[src/rtl/pll_lock_mon.sv]
// pll_lock_mon: lock and ratio monitor for the 8X sample clock.
// Counts clk cycles per ref_clk period and declares lock after a run of
// in-tolerance periods. While locked, it produces a divide-by-RATIO tick that
// is re-aligned to every reference rising edge and flywheels between edges.
module pll_lock_mon #(
    parameter int RATIO    = 8,
    parameter int TOL      = 0,
    parameter int LOCK_CNT = 4,
    parameter int CNT_W    = 8
) (
    input  logic             clk,
    input  logic             RST_n,
    input  logic             ref_clk,
    output logic             locked,
    output logic [CNT_W-1:0] meas_period,
    output logic             err_pulse,
    output logic             ref_rise,
    output logic             div_tick,
    output logic [1:0]       dbg_state_o
);

    typedef enum logic [1:0] {
        IDLE    = 2'd0,
        MEASURE = 2'd1,
        LOCKED  = 2'd2
    } state_e;

    localparam int GR_W   = (LOCK_CNT < 1) ? 1 : $clog2(LOCK_CNT + 1);
    localparam int PH_W   = $clog2(RATIO + 1);
    localparam int LO_INT = (RATIO > TOL) ? (RATIO - TOL) : 0;

    // Window bounds are one bit wider than the counter so RATIO+TOL cannot wrap.
    localparam logic [CNT_W:0]   PERIOD_LO = (CNT_W + 1)'(LO_INT);
    localparam logic [CNT_W:0]   PERIOD_HI = (CNT_W + 1)'(RATIO + TOL);
    localparam logic [GR_W-1:0]  GR_MAX    = GR_W'(LOCK_CNT);
    localparam logic [PH_W-1:0]  PH_MAX    = PH_W'(RATIO);
    localparam logic [PH_W-1:0]  PH_ONE    = PH_W'(1);
    localparam logic [CNT_W-1:0] CNT_ONE   = CNT_W'(1);

    // sync_q[0]=s1, sync_q[1]=s2, sync_q[2]=s3 (edge-detect stage)
    logic [2:0]       sync_q;
    logic [CNT_W-1:0] cnt_q, cnt_d;
    logic [CNT_W-1:0] meas_q, meas_d;
    logic [GR_W-1:0]  good_run_q, good_run_d;
    logic [PH_W-1:0]  ph_q, ph_d;
    state_e           state_q, state_d;
    logic             locked_q;
    logic             err_q, err_d;
    logic             cnt_sat;
    logic             period_good;

    assign ref_rise    = sync_q[1] & ~sync_q[2];
    assign cnt_sat     = &cnt_q;
    assign period_good = ({1'b0, cnt_q} >= PERIOD_LO) && ({1'b0, cnt_q} <= PERIOD_HI);

    // The tick is gated by the current state so it never pulses outside LOCKED.
    assign div_tick    = (state_q == LOCKED) && (ref_rise || (ph_q == PH_MAX));

    assign locked      = locked_q;
    assign meas_period = meas_q;
    assign err_pulse   = err_q;
    assign dbg_state_o = state_q;

    // Bring ref_clk into the clk domain and keep one extra stage for edge detection.
    always_ff @(posedge clk or negedge RST_n) begin
        if (!RST_n) begin
            sync_q <= 3'b000;
        end else begin
            sync_q <= {sync_q[1:0], ref_clk};
        end
    end

    // Period counter restarts on each rise and saturates; phase counter wraps at RATIO.
    always_comb begin
        cnt_d = cnt_q;
        ph_d  = ph_q + 1'b1;
        if (ref_rise) begin
            cnt_d = CNT_ONE;
        end else if (!cnt_sat) begin
            cnt_d = cnt_q + 1'b1;
        end
        if (ref_rise || (ph_q == PH_MAX)) begin
            ph_d = PH_ONE;
        end
    end

    // Lock FSM: judge each completed period, track the good run, catch a dead reference.
    always_comb begin
        state_d    = state_q;
        good_run_d = good_run_q;
        meas_d     = meas_q;
        err_d      = 1'b0;
        case (state_q)
            IDLE: begin
                // The first rise only starts a period; there is nothing to judge yet.
                if (ref_rise) begin
                    state_d    = MEASURE;
                    good_run_d = '0;
                end
            end
            MEASURE, LOCKED: begin
                if (ref_rise) begin
                    // A rise on a saturated count still lands here and fails the window.
                    meas_d = cnt_q;
                    if (period_good) begin
                        if (good_run_q != GR_MAX) begin
                            good_run_d = good_run_q + 1'b1;
                        end
                        if (good_run_d == GR_MAX) begin
                            state_d = LOCKED;
                        end
                    end else begin
                        err_d      = 1'b1;
                        good_run_d = '0;
                        state_d    = MEASURE;
                    end
                end else if (cnt_sat) begin
                    err_d      = 1'b1;
                    good_run_d = '0;
                    state_d    = IDLE;
                end
            end
            default: begin
                state_d    = IDLE;
                good_run_d = '0;
            end
        endcase
    end

    // Datapath registers: period count, phase count, last measurement.
    always_ff @(posedge clk or negedge RST_n) begin
        if (!RST_n) begin
            cnt_q  <= '0;
            ph_q   <= '0;
            meas_q <= '0;
        end else begin
            cnt_q  <= cnt_d;
            ph_q   <= ph_d;
            meas_q <= meas_d;
        end
    end

    // Control registers: state, good run, lock level and error pulse.
    always_ff @(posedge clk or negedge RST_n) begin
        if (!RST_n) begin
            state_q    <= IDLE;
            good_run_q <= '0;
            locked_q   <= 1'b0;
            err_q      <= 1'b0;
        end else begin
            state_q    <= state_d;
            good_run_q <= good_run_d;
            locked_q   <= (state_d == LOCKED);
            err_q      <= err_d;
        end
    end

endmodule

[config.mk]
export PLATFORM = sky130hd
export DESIGN_NAME = pll_lock_mon
export DESIGN_NICKNAME = d
export VERILOG_FILES = /design/src/rtl/pll_lock_mon.sv
export SDC_FILE = /design/constraint.sdc
export NUM_CORES = 1
export LEC_CHECK = 0
export ABC_AREA = 0
export BUFFER_PORTS_ARGS = -buffer_cell sky130_fd_sc_hd__buf_2
export CELL_PAD_IN_SITES_DETAIL_PLACEMENT = 1
export CELL_PAD_IN_SITES_GLOBAL_PLACEMENT = 2
export CORE_MARGIN = 3
export CORE_UTILIZATION = 37
export CTS_CLUSTER_DIAMETER = 40
export CTS_CLUSTER_SIZE = 20
export DETAILED_ROUTE_END_ITERATION = 8
export PLACE_DENSITY_LB_ADDON = 0.1
export SYNTH_ARGS = -nofsm -noshare
export SYNTH_HDL_FRONTEND = slang
export SYNTH_SLANG_ARGS = --single-unit
[constraint.sdc]
create_clock -name clk -period 2.8 [get_ports clk]
set_clock_uncertainty 0.05 [all_clocks]
set_input_delay 0 -clock clk [delete_from_list [all_inputs] [get_ports clk]]
set_output_delay 0 -clock clk [all_outputs]
set_load 0.1 [all_outputs]
## Word-level counts from Yosys, hierarchy flattened

Index checks and enable logic that the tools add are counted.

- Bits in registers: 30
- Input bits: 3
- Output and inout bits: 14
- Logic and storage cells: 54

- Add/sub/neg operators: 3
- $lt $le $gt $ge: 2
- Equal/unequal tests: 9
- Multiplexer cells: 22
- Bitwise logic cells: 2
- Reductions and logical operators: 8

Operators with widths:

| cell | number |
|---|---|
| $mux 3 | 8 |
| $mux 8 | 2 |
| $mux 2 | 5 |
| $add 8x1->8 const B | 1 |
| $ge 8x4->1 const B | 1 |
| $le 8x4->1 const B | 1 |
| $reduce_and 8->1 | 1 |
| $ne 3x3->1 const B | 2 |
| $pmux 3 s2 | 1 |
| $add 4x1->4 const B | 1 |
| $eq 2x2->1 const B | 2 |
| $eq 4x4->1 const B | 1 |
| $mux 1 | 4 |
| $mux 4 | 1 |
| $ne 2x2->1 const B | 2 |
| $pmux 2 s2 | 1 |
| $reduce_and 2->1 | 2 |
| $add 3x1->3 const B | 1 |
| $eq 3x3->1 const B | 1 |
| $eq 2x1->1 const B | 1 |
| $logic_and 1x1->1 | 2 |
| $logic_not 2->1 | 1 |
| $reduce_or 2->1 | 1 |
| $and 1x1->1 | 1 |
| other kinds (2) | 2 |

## Longest topological paths before layout

- Word-level depth: 11
- Gate-level depth with buffers: 7
- Depth with buffers taken out: 7

## Worst setup path before layout

No wires, ideal clock.

- Kind: register -> register
- Start point: register state_q[0] (netlist: dbg_state_o[0])
- End point: register locked_q (netlist: locked)
- Setup time: 66 ps
- Arrival time: 2451 ps
- Data required time: 2684 ps
- Path slack: 233 ps
- Cell stages (with the launch flop): 8
- Path buffers: 0
- Clock period less this slack: 2567 ps
- Cell sequence: dfrtp_1 > inv_1 > ha_1 > nand3b_1 > nor4_4 > a21oi_2 > a2111oi_2 > and2_1

- Elaborated cells on any way between the ends: 11
- Classes of those cells: 3 x eq/ne; 6 x mux; 2 x reduce/logical

RTL lines:

| element | RTL line | source |
|---|---|---|
| start: declaration | 46 | `state_e state_q, state_d;` |
| start signal: assignment | 151 | `state_q <= state_d;` |
| $eq 2x2->1 or $eq 2x1->1 (tied branches) | 93 | `case (state_q)` |
| $reduce_or 2->1 | 93 |  |
| $pmux 2 s2 * | 93 |  |
| named net state_d[1] | 46 |  |
| $eq 2x2->1 * | 153 | `locked_q <= (state_d == LOCKED);` |
| end signal: assignment | 153 |  |
| end: declaration | 47 | `logic locked_q;` |

Mark *: on every way through the listed nets, which the timed path passes. The rest lies on a longest branch.
A chain may end at the register's enable or synchronous reset.

## Worst setup path after layout

- Start point: register good_run_q[0]
- End point: register locked_q (netlist: locked)

- Cells in the longest elaborated chain, start to end: 11
- Elaborated cells on any way between the ends: 12
- Classes of those cells: 1 x add/sub; 3 x eq/ne; 8 x mux

RTL lines:

| element | RTL line | source |
|---|---|---|
| start: declaration | 44 | `logic [GR_W-1:0] good_run_q, good_run_d;` |
| start signal: assignment | 152 | `good_run_q <= good_run_d;` |
| $add 3x1->3 or $ne 3x3->1 (tied branches) | 107, 106 |  |
| $mux 3 * | 106 | `if (good_run_q != GR_MAX) begin` |
| $mux 3 * | 105 | `if (period_good) begin` |
| $mux 3 * | 102 | `if (ref_rise) begin` |
| $mux 3 * | 93 |  |
| $eq 3x3->1 * | 109 | `if (good_run_d == GR_MAX) begin` |
| $mux 2 * | 109 |  |
| $mux 2 * | 105 |  |
| $mux 2 * | 102 |  |
| $pmux 2 s2 * | 93 |  |
| named net state_d[1] | 46 |  |
| $eq 2x2->1 * | 153 |  |

Mark *: on every way through the listed nets, which the timed path passes. The rest lies on a longest branch. The select of a mux whose other input is x is not followed.

==> results.yml <==
place:
  place_ws_ps: 429
  finalWeightedCongestion: 0.872
  port_buffers: 16
  place_hpwl_um: 2180
  placed_cell_area_um2: 1590
clock_tree:
  clk-insertion-delay-late_ps: 280
  cts_tree: "built"
  ctsLongestPathBuffers: 2
  cts_resized: 0
  cts_max_level: 2
  cts.sinks: 30
  clk_pin_slew_worst_paths_ps: 60
  clockRootBuffer: "clkbuf_8"
  cts_made_buffers: 5
drt:
  first_iter_violations: 34
  postRouteAntennaNets: 0
  drt-wirelength-per-cell_um: 15.1
  drc: 0
  vias: 1061
  drt_wl_total_um: 3090
  first_pass_iters: 4
  viasPerCell: 5.18
floorplanning:
  fp-row-count: 22
  die_y_um: 68.4
  coreArea_um2: 3720
  start_util_pct: 38.8
  io_pins: 17
  die_area_um2: 4680
  dieWidth_um: 68.4
timing:
  layout_setup_ws_ps: 374
  drv_slew: 0
  finalSetupViolCount: 0
  period_share_pct: 86.6
  fmax_mhz: 412
  max_slew.worst_pin.slew_ps: 664
  slew-limit-headroom_pct: 55.7
  hold_viol: 0
  tns_ps: 0
  min_period_ps: 2430
  rsz0062_at_grt: "false"
  fin_hold_ws_ps: 248
logic_synthesis:
  syn_area_per_cell_um2: 11.0
  synth_top_area_share_pct: 52.0
  syn_inst: 131
  synthTopCellsByArea: "dfrtp_1 52%, ha_1 7.8%, mux2_2 4.7%"
  synth_ff_type: "dfrtp_1"
  syn_nets: 143
  synthArstFlopShare_pct: 100
  netlist_area_um2: 1440
  synth_warnings: 0
  synth_largest_area_cell: "dfrtp_1"
  synth.most_common_cell: "dfrtp_1"
  seq_area_frac_synth_pct: 52.0
  synth_seq_cells: 30
  synth_enable_flop_cells: 0
  synthDistinctLibCells: 33
  synth_common_cells: "30 x dfrtp_1, 10 x inv_1, 10 x nor2_1, 9 x ha_1, 9 x o21ai_0"
power:
  comb_power_share_pct: 39.3
  vdd_ir_drop_max_mv: 0.691
  leakagePower_nw: 0.828
  intPower_uw: 876
  clockPowerShare_pct: 22.4
  cellPowerDensity_nw_per_um2: 929
  swShare_pct: 44.6
  p_switching_uw: 705
  seqPwrFrac_pct: 38.3
status:
  status: "finished clean"
worst_setup_path:
  critPathKind: "flop to flop"
  worstPathArrival_ps: 2590
  cp_slowest_cell: "a311oi_1"
  crit_buf_inv: 1
  critPathRequiredTime_ps: 2970
  critPathMaxFanout: 5
  end_kind: "flop"
  cpPeakStageDelay_ps: 470
  path_delay_family: "compound AO/OA/AOI/OAI gates"
  startpoint_type: "flop"
  crit_chain: "inv_1, ha_1, or3b_2, a311oi_1, a21oi_2, a2111oi_2, and2_1"
run:
  cap_violations: 0
grt:
  antenna_found_initial: 0
  grt_max_degree: 31
  grt_pass1_wl_um: 5370
  grt_pass1_vias: 1168
  overflow: 0
  grt.total_usage_pct: 15.6
finish:
  area_growth_pct: 18.0
  fin_util_pct: 45.8
  area.sequential_um2: 751
  n_antenna_cell: 0
  multi_input_area_um2: 647
  fill_cells: 421
  drive_gt1_share_pct: 26.8
  final_area_um2: 1700
  fin_nets: 168
min_path:
  hold_class: "input pin to async pin"
## cells in the final DEF (no fill, tap or decap), types with 3 or more instances in the layout
master / instances
dfrtp_1: 30
buf_2: 16
inv_1: 10
nor2_1: 10
o21ai_0: 9
ha_1: 9
a21oi_1: 8
nand2_1: 8
mux2_2: 6
clkbuf_8: 6
nand3_1: 3
xor2_1: 3
a31oi_1: 3
## metrics by stage
step / power, mW / cells
6_report: 1.58 / 205
5_1_grt: 1.67 / 205
4_1_cts: 1.60 / 205
3_5_place_dp: 1.24 / 195
3_3_place_gp: 1.22 / 195
2_1_floorplan: 1.10 / 131
## area by class of cell
cell class | count | area share [%]
multi-input cells | 89 | 38.0
clock inverters | 1 | 0.294
well taps | 48 | 3.53
inverters | 10 | 2.21
clock buffers | 7 | 5.07
flip-flops and latches | 30 | 44.1
repair buffers | 20 | 6.76
## worst paths after layout
kind	from	cells past startpoint	end	slack, ps
hold / removal	RST_n	2	ph_q[2]$_DFF_PN0_	250
max in group asynchronous	RST_n	2	cnt_q[7]$_DFFE_PN0P_	2030
setup reg to reg	good_run_q[0]$_DFFE_PN0P_	7	locked$_DFF_PN0_	370
min in group clk	sync_q[0]$_DFF_PN0_	0	sync_q[1]$_DFF_PN0_	300
setup / recovery	good_run_q[0]$_DFFE_PN0P_	7	locked$_DFF_PN0_	370
hold reg to reg	sync_q[0]$_DFF_PN0_	0	sync_q[1]$_DFF_PN0_	300
## cells by family (layout without fill, tap and decap cells)
group,count (synthesis),in the layout,share of synthesized area (%)
AO/OA/AOI/OAI,28,28,12.5
XOR/XNOR,5,5,3.04
adder cells (fa/ha/maj),9,9,7.81
buffers and inverters,12,38,3.12
flip-flops,30,30,52.0
multiplexers,6,6,4.68
AND/OR/NAND/NOR,41,41,16.8
## sequential cells by signal (all words and copies together), names as in the netlist
| signal | count |
|---|---|
| meas_period | 8 |
| ph_q | 4 |
| locked | 1 |
| sync_q | 3 |
| good_run_q | 3 |
| cnt_q | 8 |
| err_pulse | 1 |
| dbg_state_o | 2 |
## power by group through the flow
stage               sequential [mW]  combinational [mW]  clock (mW)
floorplan                     0.875               0.230           0
global placement              0.604               0.616           0
detailed placement            0.613               0.625           0
CTS                           0.606               0.629       0.366
global route                  0.618               0.668       0.387
finish                        0.605               0.622       0.354
## routing by layer
metal  share of wire (%)  track usage, %  vias up  wire length (µm)
met5                   0               0        -                 0
met4                 1.2            6.70        0                36
met3                 4.4            4.60        6               135
met2                  49            25.0       25              1510
met1                  46            19.2      527              1410
li1                    -               -      503                 -
## repair_timing
item                                   CTS  global route
buffers inserted                         0             0
hold buffers                             2             0
endpoints found under the hold margin   31             0
Note: power is estimated with default switching activity, not from simulation.
